`config.mk`:
```
export PLATFORM = sky130hd
export DESIGN_NAME = prog_loader
export DESIGN_NICKNAME = d
export VERILOG_FILES = /design/src/rtl/prog_loader.sv
export SDC_FILE = /design/constraint.sdc
export NUM_CORES = 1
export LEC_CHECK = 0
export BUFFER_PORTS_ARGS = -buffer_cell sky130_fd_sc_hd__buf_4
export CAP_MARGIN = 5
export CORE_MARGIN = 1
export CORE_UTILIZATION = 38
export DETAILED_ROUTE_END_ITERATION = 8
export GPL_ROUTABILITY_DRIVEN = 1
export PLACE_DENSITY_LB_ADDON = 0.15
export RECOVER_POWER = 25
export SLEW_MARGIN = 20
export SYNTH_ARGS = -nofsm -noshare
export SYNTH_HDL_FRONTEND = slang
export SYNTH_SLANG_ARGS = --single-unit
```
`constraint.sdc`:
```
create_clock -name clk1 -period 3.3 [get_ports clk1]
set_clock_uncertainty 0.05 [all_clocks]
set_input_delay 0.33 -clock clk1 [delete_from_list [all_inputs] [get_ports clk1]]
set_output_delay 0.33 -clock clk1 [all_outputs]
set_load 0.01 [all_outputs]
```
`src/rtl/prog_loader.sv`:
```
`default_nettype none
// ============================================================================
//  Module      : prog_loader
//  Description : Byte-stream program/data loader. Parses a 5-byte header
//                (TYPE, ADDR_HI, ADDR_LO, CNT_HI, CNT_LO), range-checks the
//                request, then emits one write strobe per 16-bit instruction
//                word (TYPE 00, two bytes each, high byte first) or per data
//                byte (TYPE 01, zero-extended) to the RAM select stage.
//  Ports       : clk1        - system clock, rising edge
//                rst_n       - asynchronous active-low reset
//                start       - begin a session (honoured in IDLE only)
//                byte_in     - stream byte
//                byte_valid  - byte_in valid
//                byte_ready  - loader accepts byte (transfer = valid & ready)
//                ARr_out     - RAM address
//                Inputs_out  - RAM write data
//                Write_out   - one-cycle write strobe
//                busy        - session in progress
//                done        - one-cycle pulse on successful completion
//                error       - sticky abort flag, cleared by next start
//  Revision    : 1.0 - initial release
// ============================================================================
module prog_loader #(
    parameter logic [15:0] IRAM_TOP  = 16'h03FF,
    parameter logic [15:0] DRAM_BASE = 16'h0400
) (
    input  logic        clk1,
    input  logic        rst_n,
    input  logic        start,
    input  logic [7:0]  byte_in,
    input  logic        byte_valid,
    output logic        byte_ready,
    output logic [15:0] ARr_out,
    output logic [15:0] Inputs_out,
    output logic        Write_out,
    output logic        busy,
    output logic        done,
    output logic        error
);

    typedef enum logic [3:0] {
        IDLE   = 4'd0,
        H_TYPE = 4'd1,
        H_AHI  = 4'd2,
        H_ALO  = 4'd3,
        H_CHI  = 4'd4,
        H_CLO  = 4'd5,
        CHECK  = 4'd6,
        RX_HI  = 4'd7,
        RX_LO  = 4'd8,
        WRITE  = 4'd9,
        FIN    = 4'd10,
        ERR    = 4'd11
    } state_t;

    localparam logic [7:0] C_TYPE_INSTR = 8'h00;
    localparam logic [7:0] C_TYPE_DATA  = 8'h01;

    state_t      state_q, state_d;
    logic [7:0]  type_q,  type_d;
    logic [15:0] addr_q,  addr_d;
    logic [15:0] cnt_q,   cnt_d;
    logic [7:0]  hi_q,    hi_d;
    logic [15:0] data_q,  data_d;
    logic        error_q, error_d;

    logic        w_accept;
    logic [16:0] w_last_addr;
    logic        w_is_instr;

    // Outputs are pure functions of state so reset forces them immediately.
    assign byte_ready = (state_q == H_TYPE) || (state_q == H_AHI) ||
                        (state_q == H_ALO)  || (state_q == H_CHI) ||
                        (state_q == H_CLO)  || (state_q == RX_HI) ||
                        (state_q == RX_LO);
    assign Write_out  = (state_q == WRITE);
    assign busy       = (state_q != IDLE);
    assign done       = (state_q == FIN);
    assign error      = error_q;
    assign ARr_out    = addr_q;
    assign Inputs_out = data_q;

    assign w_accept    = byte_valid && byte_ready;
    assign w_is_instr  = (type_q == C_TYPE_INSTR);
    // 17 bits so an end address past 16'hFFFF is caught rather than wrapping.
    assign w_last_addr = {1'b0, addr_q} + {1'b0, cnt_q} - 17'd1;

    always_comb begin
        state_d = state_q;
        type_d  = type_q;
        addr_d  = addr_q;
        cnt_d   = cnt_q;
        hi_d    = hi_q;
        data_d  = data_q;
        error_d = error_q;
        case (state_q)
            IDLE: begin
                if (start) begin
                    error_d = 1'b0;
                    state_d = H_TYPE;
                end
            end
            H_TYPE: if (w_accept) begin type_d = byte_in;         state_d = H_AHI; end
            H_AHI:  if (w_accept) begin addr_d[15:8] = byte_in;   state_d = H_ALO; end
            H_ALO:  if (w_accept) begin addr_d[7:0]  = byte_in;   state_d = H_CHI; end
            H_CHI:  if (w_accept) begin cnt_d[15:8]  = byte_in;   state_d = H_CLO; end
            H_CLO:  if (w_accept) begin cnt_d[7:0]   = byte_in;   state_d = CHECK; end
            CHECK: begin
                if ((type_q != C_TYPE_INSTR) && (type_q != C_TYPE_DATA)) begin
                    state_d = ERR;
                end else if (cnt_q == 16'd0) begin
                    state_d = FIN;
                end else if (w_is_instr) begin
                    state_d = (w_last_addr > {1'b0, IRAM_TOP}) ? ERR : RX_HI;
                end else begin
                    state_d = ((addr_q < DRAM_BASE) || (w_last_addr > 17'h0FFFF))
                              ? ERR : RX_LO;
                end
                if (state_d == ERR) begin
                    error_d = 1'b1;
                end
            end
            RX_HI: begin
                if (w_accept) begin
                    hi_d    = byte_in;
                    state_d = RX_LO;
                end
            end
            RX_LO: begin
                if (w_accept) begin
                    data_d  = w_is_instr ? {hi_q, byte_in} : {8'h00, byte_in};
                    state_d = WRITE;
                end
            end
            WRITE: begin
                addr_d = addr_q + 16'd1;
                cnt_d  = cnt_q - 16'd1;
                if (cnt_q == 16'd1) begin
                    state_d = FIN;
                end else begin
                    state_d = w_is_instr ? RX_HI : RX_LO;
                end
            end
            FIN:     state_d = IDLE;
            ERR: begin
                error_d = 1'b1;
                state_d = IDLE;
            end
            default: state_d = IDLE;
        endcase
    end

    always_ff @(posedge clk1 or negedge rst_n) begin
        if (!rst_n) begin
            state_q <= IDLE;
            type_q  <= 8'h00;
            addr_q  <= 16'h0000;
            cnt_q   <= 16'h0000;
            hi_q    <= 8'h00;
            data_q  <= 16'h0000;
            error_q <= 1'b0;
        end else begin
            state_q <= state_d;
            type_q  <= type_d;
            addr_q  <= addr_d;
            cnt_q   <= cnt_d;
            hi_q    <= hi_d;
            data_q  <= data_d;
            error_q <= error_d;
        end
    end

endmodule
`default_nettype wire

```
==> flow_metrics.env <==
export IMPL_synth_net_count=571
export IMPL_post_cts_resize_count=0
export IMPL_timing_critical_path_fanout_max=8
export IMPL_maxClockFrequency_mhz=332.5
export IMPL_grt_antenna_before_repair=0
export IMPL_async_reset_ff_share_pct=100.0
export IMPL_finish_net_count=622
export IMPL_period_share_pct=91.15
export IMPL_worst_setup_path_start_kind="flip-flop"
export IMPL_cap_violations=1
export IMPL_ys_seq_elements=69
export IMPL_static_leakage_power_nw=2.450
export IMPL_arrival_ns=3.19
export IMPL_layout_drive_gt1_share_pct=18.45
export IMPL_dominantRegCellSynth="sky130_fd_sc_hd__dfrtp_1"
export IMPL_cts_tree="built"
export IMPL_routed_wl_um=12660
export IMPL_areaGrowthSynthToFinish_pct=17.53
export IMPL_cts_reportedPaths_clkPinSlew_ns=0.05
export IMPL_start_util_pct=39.55
export IMPL_grt_usage_pct=21.72
export IMPL_power_ir_vdd_worst_uv=489.1
export IMPL_report_final_hold_viol_count=0
export IMPL_crit_path_max_delay_family="compound AO/OA/AOI/OAI gates"
export IMPL_cts_buffers=9
export IMPL_yosysWarningCount=0
export IMPL_min_setup_slack_post_route_ns=0.2921
export IMPL_detailed_place_hpwl_um=9093
export IMPL_number_of_antenna_violating_nets_in_the_routed_design=0
export IMPL_power_density_mw_per_mm2=1133
export IMPL_wl_per_cell_um=17.51
export IMPL_synthesis_area_mm2=0.004574
export IMPL_row_count=39
export IMPL_grt_pass1_vias=3907
export IMPL_num_antenna_cells=0
export IMPL_final_max_slew_violation_count=70
export IMPL_grt_setup_unrepaired="false"
export IMPL_clk_latency_ns=0.34
export IMPL_finish_instance_area_mm2=0.005376
export IMPL_synth_edf_count=0
export IMPL_biggest_area_contributors_in_the_synthesized_netlist="sky130_fd_sc_hd__dfrtp_1, sky130_fd_sc_hd__ha_1, sky130_fd_sc_hd__mux2_2"
export IMPL_synth_top_cells_by_count="sky130_fd_sc_hd__inv_1, sky130_fd_sc_hd__dfrtp_1, sky130_fd_sc_hd__nand2_1"
export IMPL_hold_class="input pin to flip-flop"
export IMPL_globalRouteOverflowTotal=0
export IMPL_slowest_delay_ns=0.49
export IMPL_crit_chain="inv_1, ha_1, inv_1, ha_1, a211oi_1, o211ai_1, or2_0, o311a_1, a211oi_2, o31ai_1, a32o_1"
export IMPL_worst_margin_slew_ns=1.760
export IMPL_route_vias_total=4062
export IMPL_drtPass1Iterations=6
export IMPL_drt_initial_drc_count=306
export IMPL_design_die_area_mm2=0.01248
export IMPL_chipHeight_um=111.7
export IMPL_num_io_pins=49
export IMPL_crit_slowest_cell="sky130_fd_sc_hd__dfrtp_1"
export IMPL_vias_per_cell=5.618
export IMPL_tns_ns=0
export IMPL_placed_cell_area_mm2=0.005099
export IMPL_slew_headroom_pct=-17.30
export IMPL_path_class="flip-flop to flip-flop"
export IMPL_post_place_worst_slack_ns=0.3007
export IMPL_syn_mean_instance_area_um2=8.730
export IMPL_violated_checks="design-rule violations, max-capacitance violations, max-slew violations"
export IMPL_setup_worst_path_end_class="flip-flop"
export IMPL_critical_path_required_ns=3.48
export IMPL_yosys_cell_count_top_type="sky130_fd_sc_hd__inv_1"
export IMPL_die_width_um=111.7
export IMPL_finalWorstPathRequiredPeriod_ns=3.008
export IMPL_grt_first_pass_wirelength_um=20730
export IMPL_result_of_the_run="finished, violations left"
export IMPL_critical_path_n_buffers_inverters=2
export IMPL_cts_root_buffer_cell="sky130_fd_sc_hd__clkbuf_16"
export IMPL_post_synth_inst_count=524
export IMPL_clock_path_buffers=2
export IMPL_synth_top_area_share_pct=37.75
export IMPL_maximum_number_of_pins_on_one_net_before_global_route_repair=70
export IMPL_cts_setup_buffers=0
export IMPL_report_final_setup_viol=0
export IMPL_cts_hold_buf=0
export IMPL_post_route_util_pct=46.49
export IMPL_numPortBuffers=48
export IMPL_design_core_area_mm2=0.01156
export IMPL_cts_sinks=69
export IMPL_synth_top_cell_by_area="sky130_fd_sc_hd__dfrtp_1"
export IMPL_synth_seq_area_share_pct=37.75
export IMPL_htree_levels=3
export IMPL_synth_lib_cells_used_distinct=61
export IMPL_drc=3
export IMPL_place_gp_congestion=0.8938
registers in the layout, summed over array words and instances, names as in the netlist:
| register | cells |
|---|---|
| hi_q | 8 |
| cnt_q | 16 |
| ARr_out | 16 |
| state_q | 4 |
| Inputs_out | 16 |
| error | 1 |
| type_q | 8 |
cells in the final DEF, fill, tap and decap left out, drive strengths merged, types with 14 or more instances in the layout:
master and instances:
ha 34, buf 53, nand2 60, clkbuf 14, inv 71, a21oi 27, dfrtp 69, nor2 38
mux2 25, o21ai 30, nand3 25
cell type report:
cell class	count	area [um^2]
clock buffer	13	260.3
timing repair buffer	54	402.9
multi-input combinational	370	2521
sequential	69	1727
inverter	71	266.5
tap	143	178.9
fill	1100	6188
clock inverter	3	20.02
worst paths after layout:
check | start | to | slack, ns | depth (start not counted)
worst max-delay path | cnt_q[2] | state_q[1] | 0.29 | 11
worst min-delay path | start | error | 0.26 | 4
worst max register to register | cnt_q[2] | state_q[1] | 0.29 | 11
worst min register to register | Inputs_out[9] | Inputs_out[9] | 0.43 | 2
max in group asynchronous | rst_n | cnt_q[1] | 1.74 | 1
min in group asynchronous | rst_n | ARr_out[13] | 0.40 | 1
power by group:
part | switching (mW) | internal (mW)
combinational | 1.99 | 1.55
sequential | 0.413 | 1.22
clock | 0.370 | 0.549
layer usage:
layer | wire, um | up-vias | track usage (%)
met5 | 0 | - | 0
met4 | 430 | 0 | 9.730
met3 | 627 | 25 | 4.627
met2 | 5716 | 129 | 33.66
met1 | 5883 | 1934 | 29.12
li1 | - | 1974 | -
tightest hold or removal path, delay by kind of cell:
| family | cells | cell delay (ns) |
|---|---|---|
| compound gates | 1 | 0.09 |
| buf+inv | 1 | 0.08 |
| simple gates | 2 | 0.10 |
stage by stage:
step	cells	total power [mW]	hold slack, ns
after detailed placement	707	5.139	0.4282
after global placement	707	5.060	0.4127
after floorplan	524	4.139	-0.01559
final	723	6.092	0.2636
after global routing	723	6.674	0.2830
after CTS	723	6.098	0.1046
cells by family (layout without fill, tap and decap cells):
group	Yosys count	after routing	synth area share, %
and+or+nand+nor	180	180	19.72
AOI/OAI and AO/OA	127	127	18.90
DFF	69	69	37.75
xor gates and xnor gates	2	2	0.3830
buffers and inverters	85	141	7.139
muxes	26	26	6.373
adders and majority gates	35	35	9.737
No activity file was read; power rests on OpenSTA's default activity.
